File: config.mk
export PLATFORM = sky130hd
export DESIGN_NAME = fir_xifu_ex
export DESIGN_NICKNAME = d
export VERILOG_FILES = /design/src/rtl/fir_xifu_ex.sv
export SDC_FILE = /design/constraint.sdc
export NUM_CORES = 2
export LEC_CHECK = 0
export ABC_CLOCK_PERIOD_IN_PS = 9400
export CAP_MARGIN = 30
export CORE_MARGIN = 1.5
export CORE_UTILIZATION = 55
export DETAILED_ROUTE_END_ITERATION = 10
export PLACE_DENSITY = 0.88
export SETUP_SLACK_MARGIN = 0.4
export SYNTH_ARGS = -nofsm -noshare
export SYNTH_HDL_FRONTEND = slang
export SYNTH_SLANG_ARGS = --single-unit
export TNS_END_PERCENT = 50
File: constraint.sdc
create_clock -name clk_i -period 9.4 [get_ports clk_i]
set_input_delay 2.82 -clock clk_i [delete_from_list [all_inputs] [get_ports clk_i]]
set_output_delay 2.82 -clock clk_i [all_outputs]
set_load 0.005 [all_outputs]
File: src/rtl/fir_xifu_ex.sv
// fir_xifu_ex: FIR XIFU execute stage (load/store request, 2-lane dot product, ex2wb register).
// Define FIR_XIFU_DOTP_SAT_EN to saturate the dot-product accumulator instead of wrapping.
package fir_xifu_pkg;
    localparam int unsigned XIF_ID_WIDTH = 4;

    typedef enum logic [1:0] {
        INSTR_INVALID = 2'd0,
        XFIRLW        = 2'd1,
        XFIRSW        = 2'd2,
        XFIRDOTP      = 2'd3
    } fir_xifu_instr_t;

    typedef struct packed {
        fir_xifu_instr_t         instr;
        logic [31:0]             base;
        logic [11:0]             offset;
        logic [4:0]              rs1;
        logic [4:0]              rs2;
        logic [4:0]              rd;
        logic [XIF_ID_WIDTH-1:0] id;
    } fir_xifu_id2ex_t;
endpackage

module fir_xifu_ex
    import fir_xifu_pkg::*;
#(
    parameter int unsigned ID_WIDTH = XIF_ID_WIDTH
) (
    input  logic                clk_i,
    input  logic                rst_i,
    input  logic                clear_i,
    input  logic                id2ex_valid_i,
    output logic                id2ex_ready_o,
    input  fir_xifu_id2ex_t     id2ex_i,
    output logic [4:0]          rf_raddr_a_o,
    output logic [4:0]          rf_raddr_b_o,
    input  logic [31:0]         rf_rdata_a_i,
    input  logic [31:0]         rf_rdata_b_i,
    output logic                mem_valid_o,
    input  logic                mem_ready_i,
    output logic [31:0]         mem_addr_o,
    output logic                mem_we_o,
    output logic [3:0]          mem_be_o,
    output logic [31:0]         mem_wdata_o,
    output logic [ID_WIDTH-1:0] mem_id_o,
    output logic                ex2wb_valid_o,
    input  logic                ex2wb_ready_i,
    output fir_xifu_instr_t     ex2wb_instr_o,
    output logic [4:0]          ex2wb_rd_o,
    output logic [ID_WIDTH-1:0] ex2wb_id_o,
    output logic                ex2wb_err_o,
    output logic [31:0]         acc_o
);

    typedef enum logic [1:0] {IDLE, MEM, DOTP, WB} state_e;

`ifdef FIR_XIFU_DOTP_SAT_EN
    localparam int unsigned SUM_W = 34;
`else
    localparam int unsigned SUM_W = 32;
`endif

    state_e                 state_q, state_d;
    fir_xifu_instr_t        instr_q;
    logic [4:0]             rd_q;
    logic [ID_WIDTH-1:0]    id_q;
    logic [31:0]            a_q, b_q, addr_q, addr_d;
    logic [31:0]            acc_q, acc_d;
    logic                   err_q;
    logic                   accept, is_mem_op, misaligned;
    logic signed [31:0]     prod_lo, prod_hi;
    logic signed [SUM_W-1:0] dotp_sum;

    assign rf_raddr_a_o  = id2ex_i.rs1;
    assign rf_raddr_b_o  = id2ex_i.rs2;
    assign addr_d        = id2ex_i.base + {{20{id2ex_i.offset[11]}}, id2ex_i.offset};
    assign is_mem_op     = (id2ex_i.instr == XFIRLW) || (id2ex_i.instr == XFIRSW);
    assign misaligned    = addr_d[1:0] != 2'b00;
    assign id2ex_ready_o = (state_q == IDLE) && !clear_i && !rst_i;
    assign accept        = id2ex_valid_i && id2ex_ready_o;

    always_comb begin
        state_d = state_q;
        if (clear_i) begin
            state_d = IDLE;
        end else begin
            case (state_q)
                IDLE: begin
                    if (accept) begin
                        case (id2ex_i.instr)
                            XFIRLW, XFIRSW: state_d = misaligned ? WB : MEM;
                            XFIRDOTP:       state_d = DOTP;
                            default:        state_d = IDLE;
                        endcase
                    end
                end
                MEM:     if (mem_ready_i) state_d = WB;
                DOTP:    state_d = WB;
                WB:      if (ex2wb_ready_i) state_d = IDLE;
                default: state_d = IDLE;
            endcase
        end
    end

    // Sum width grows to 34 bits only when saturation needs to see the overflow.
    always_comb begin
        prod_lo  = 32'($signed(a_q[15:0])) * 32'($signed(b_q[15:0]));
        prod_hi  = 32'($signed(a_q[31:16])) * 32'($signed(b_q[31:16]));
        dotp_sum = SUM_W'($signed(acc_q)) + SUM_W'(prod_lo) + SUM_W'(prod_hi);
`ifdef FIR_XIFU_DOTP_SAT_EN
        if (dotp_sum[33:31] != {3{dotp_sum[33]}}) begin
            acc_d = dotp_sum[33] ? 32'h8000_0000 : 32'h7FFF_FFFF;
        end else begin
            acc_d = dotp_sum[31:0];
        end
`else
        acc_d = dotp_sum[31:0];
`endif
    end

    always_ff @(posedge clk_i or posedge rst_i) begin
        if (rst_i) begin
            state_q <= IDLE;
            instr_q <= INSTR_INVALID;
            rd_q    <= '0;
            id_q    <= '0;
            a_q     <= '0;
            b_q     <= '0;
            addr_q  <= '0;
            err_q   <= 1'b0;
            acc_q   <= '0;
        end else begin
            state_q <= state_d;
            if (accept) begin
                instr_q <= id2ex_i.instr;
                rd_q    <= id2ex_i.rd;
                id_q    <= ID_WIDTH'(id2ex_i.id);
                a_q     <= rf_rdata_a_i;
                b_q     <= rf_rdata_b_i;
                addr_q  <= addr_d;
                err_q   <= is_mem_op && misaligned;
            end
            if (clear_i) begin
                acc_q <= '0;
            end else if (state_q == DOTP) begin
                acc_q <= acc_d;
            end
        end
    end

    assign mem_valid_o   = state_q == MEM;
    assign mem_addr_o    = mem_valid_o ? addr_q : '0;
    assign mem_we_o      = mem_valid_o && (instr_q == XFIRSW);
    assign mem_be_o      = mem_valid_o ? 4'hF : 4'h0;
    assign mem_wdata_o   = mem_we_o ? b_q : '0;
    assign mem_id_o      = mem_valid_o ? id_q : '0;

    assign ex2wb_valid_o = state_q == WB;
    assign ex2wb_instr_o = ex2wb_valid_o ? instr_q : INSTR_INVALID;
    assign ex2wb_rd_o    = ex2wb_valid_o ? rd_q : '0;
    assign ex2wb_id_o    = ex2wb_valid_o ? id_q : '0;
    assign ex2wb_err_o   = ex2wb_valid_o && err_q;
    assign acc_o         = acc_q;

endmodule

==> summary.log <==
qor: cells_and_area.mostFrequentLayoutCell sky130_fd_sc_hd__inv_1
qor: clock_network.max-clock-path-buffers 2
qor: placement.routability_congestion_estimate_from_global_placement 0.913
qor: setup_path.critical_path.max_fanout 17
qor: timing.finalSetupViolations 0
qor: timing.worst_slew_pin_slew 906 ps
qor: global_routing.grt-ovfl-total 0
qor: timing.layout_worst_path_cycle_share 87.0%
qor: placement.dp_slack 1320 ps
qor: setup_path.crit_buf_inv 4
qor: synthesis.synth_cells 3090
qor: setup_path.path_delay_family adder cells
qor: floorplanning.start_util 55.5%
qor: timing.maxSlewHeadroom 39.4%
qor: synthesis.synth.top_cells.by_area sky130_fd_sc_hd__fa_1 44%, sky130_fd_sc_hd__dfrtp_1 13%, sky130_fd_sc_hd__inv_1 9.2%
qor: setup_path.critical_path_required 9780 ps
qor: cells_and_area.footprint_of_the_multi_input_gates 21700 um^2
qor: detailed_routing.m1WireLength 28900 um
qor: synthesis.synth_seq_cells 142
qor: placement.dp_hpwl 61300 um
qor: synthesis.synth_largest_type_area_fraction 43.9%
qor: timing.final.min_clock_period 8180 ps
qor: setup_path.setup.worst_path.end_class flop
qor: clock_network.clock_sink_count 142
qor: synthesis.synth_fa_ha_area_share 51.6%
qor: placement.port-buffer-count 244
qor: cells_and_area.share_of_layout_cells_above_drive_strength_1 2.13%
qor: detailed_routing.wl_met2 35900 um
qor: floorplanning.floorplan.io_pins 265
qor: clock_network.post-cts-setup-buffer-count 0
qor: clock_network.cts-buffers-inserted 17
qor: setup_path.worst_ep_arrival_time 8560 ps
qor: clock_network.clock_insertion_delay_at_the_later_pin_of_the_skew_report 500 ps
qor: clock_network.cts.htree.levels 4
qor: synthesis.sequential_element_share_of_the_synthesized_area 12.5%
qor: synthesis.yosys_most_used_dff sky130_fd_sc_hd__dfrtp_1
qor: floorplanning.floorplan.die.width 230 um
qor: detailed_routing.routed_length_per_placed_instance 19.0 um
qor: floorplanning.row_cnt 83
qor: synthesis.synth-edff-count 0
qor: synthesis.synth_area 28400 um^2
qor: timing.max_freq 0.122 GHz
qor: synthesis.yosys_warnings 0
qor: hold_path.hold_class reg2reg
qor: setup_path.worstSetupPathType reg2reg
qor: detailed_routing.postRouteWirelength 74600 um
qor: cells_and_area.finalNetCount 4161
qor: timing.final.setup.worst_slack 1220 ps
qor: synthesis.synthesized_area_fraction_occupied_by_and_or_nand_nor_cells 16.8%
qor: synthesis.combinational_family_with_the_most_area_after_synthesis adder cells
qor: detailed_routing.detailedRoute.firstIterationViolations 1534
qor: setup_path.critical_path.cell_chain and2_1, fa_1, fa_1, inv_1, fa_1, inv_1, fa_1, fa_1, fa_1, fa_1, inv_1, fa_1, inv_1, ha_1, and3_4, a221o_1, a31oi_1, o21ai_1, o41ai_4, o21ai_1, o31a_1, xnor2_1, o21ai_1
qor: clock_network.ctsHoldBuffers 0
qor: synthesis.mappedNetlistNets 4022
qor: run.max_cap_violations 0
qor: setup_path.startpoint_types flop
qor: clock_network.cts_tree built
qor: cells_and_area.regArea 3550 um^2
qor: cells_and_area.area_growth 12.3%
qor: detailed_routing.post-route-drc-count 0
qor: detailed_routing.final_antenna_net_count 0
qor: detailed_routing.route.met3.wl 7740 um
qor: setup_path.worst-r2r-setup-slack 1220 ps
qor: global_routing.grt_first_pass_wirelength 123000 um
qor: synthesis.synth-compound-area-share 4.77%
qor: setup_path.critical-path-top-cell-by-count sky130_fd_sc_hd__fa_1
qor: timing.slew_violations 0
qor: detailed_routing.drt_pre_antenna_iters 5
qor: timing.rsz0062_at_grt no
qor: status.outcome finished clean
qor: detailed_routing.detailroute.via_count 21200
qor: synthesis.synth-xor-area-share 2.28%
qor: synthesis.dominant_cell_type_by_area_after_synthesis sky130_fd_sc_hd__fa_1
qor: floorplanning.coreArea 51200 um^2
qor: clock_network.root_buffer sky130_fd_sc_hd__clkbuf_16
qor: timing.setup-tns-final 0 ps
qor: cells_and_area.final_cell_mix 697 x sky130_fd_sc_hd__inv_1, 623 x sky130_fd_sc_hd__fa_1, 538 x sky130_fd_sc_hd__nand2_1
qor: global_routing.grt_start_max_net_pins 81
qor: detailed_routing.routed.top_layer met5
qor: setup_path.critPathSlowestCell sky130_fd_sc_hd__and2_1
qor: global_routing.number_of_global_route_vias_before_repair 23300
qor: cells_and_area.fill_cells 3914
qor: synthesis.synthArstFlopShare 100%
qor: clock_network.cts.clk_slew.worst_paths 70 ps
qor: synthesis.netlist-cell-type-count 72
qor: floorplanning.die_h 230 um
qor: floorplanning.dieArea 53000 um^2
qor: setup_path.worst_path_largest_cell_delay 770 ps
qor: global_routing.antenna_found_initial 3
qor: detailed_routing.vias_per_instance 5.41
qor: timing.fin_skew 16.7 ps
qor: timing.final-hold-violation-count 0
qor: global_routing.gr-usage-all-layers 30.1%
qor: synthesis.muxShareOfSynthArea 0.745%
qor: clock_network.post_cts_resized 0
qor: synthesis.syn_avg_cell_area 9.19 um^2
==> worst min-delay path, delay by kind of cell (launching register included) <==
kind,cells,cell delay (ps)
simple gates,1,40
flops,1,340
compound gates,1,60
==> metal layers <==
| metal | up-vias | GRT usage, % |
|---|---|---|
| li1 | 9301 | - |
| met1 | 10700 | 38.2 |
| met2 | 1064 | 48.9 |
| met3 | 176 | 9.06 |
| met4 | 2 | 10.4 |
| met5 | - | 0 |
==> stage by stage <==
stage | cell area [um^2] | utilization (%) | hold slack (ps) | instances
floorplan | 28400 | - | 437 | 3090
global placement | 31200 | 61.0 | 452 | 3888
detailed placement | 31200 | 61.0 | 459 | 3888
CTS | 31800 | 62.2 | 480 | 3920
global route | 31900 | 62.3 | 502 | 3922
finish | 31900 | 62.3 | 474 | 3923
==> cells in the mapped netlist, drive strengths merged, types with 3 or more instances <==
| library cell | n |
|---|---|
| a211oi | 13 |
| nand4 | 7 |
| o22ai | 4 |
| dfrtp | 142 |
| nor3 | 10 |
| xor2 | 27 |
| ha | 174 |
| nor2b | 5 |
| nand3 | 14 |
| a21o | 14 |
| inv | 699 |
| o211ai | 5 |
| xnor2 | 47 |
| nand2b | 23 |
| nor2 | 84 |
| nand2 | 539 |
| a31o | 3 |
| and2 | 302 |
| and3 | 7 |
| clkbuf | 115 |
| buf | 23 |
| a21oi | 51 |
| o21ai | 68 |
| or3 | 5 |
| mux2i | 20 |
| fa | 623 |
| o21a | 9 |
| o21bai | 8 |
| nand3b | 4 |
| nor3b | 5 |
==> kinds of logic after synthesis <==
| family | Yosys count |
|---|---|
| and+or+nand+nor | 1011 |
| buffers and inverters | 838 |
| adders and majority gates | 797 |
| AOI/OAI and AO/OA | 207 |
| DFF | 142 |
| muxes | 21 |
| xor gates and xnor gates | 74 |
==> final cells by class <==
class | count | area share, %
well taps | 680 | 2.67
repair buffers | 258 | 8.11
clock buffers | 20 | 1.43
diodes | 1 | 0.00785
inverters | 700 | 8.25
flip-flops and latches | 142 | 11.1
multi-input cells | 2110 | 67.9
clock inverters | 12 | 0.494
==> sequential cells by signal, summed over array words and instances, names as in the netlist <==
name,flops
b_q,32
err_q,1
acc_o,32
id_q,4
state_q,2
addr_q,32
instr_q,2
rd_q,5
a_q,32
==> worst paths after layout <==
check	start	depth (start not counted)	to
max in group asynchronous	rst_i	4	b_q[4]$_DFFE_PP0P_
hold / removal	addr_q[11]$_DFFE_PP0P_	2	addr_q[11]$_DFFE_PP0P_
hold reg to reg	addr_q[11]$_DFFE_PP0P_	2	addr_q[11]$_DFFE_PP0P_
setup reg to reg	a_q[15]$_DFFE_PP0P_	23	acc_o[30]$_DFFE_PP0P_
min in group asynchronous	rst_i	2	addr_q[29]$_DFFE_PP0P_
setup / recovery	a_q[15]$_DFFE_PP0P_	23	acc_o[30]$_DFFE_PP0P_
Power is left out: the tool's default activity adds up to more than one toggle a clock period on the data nets, which glitch-free logic cannot reach.
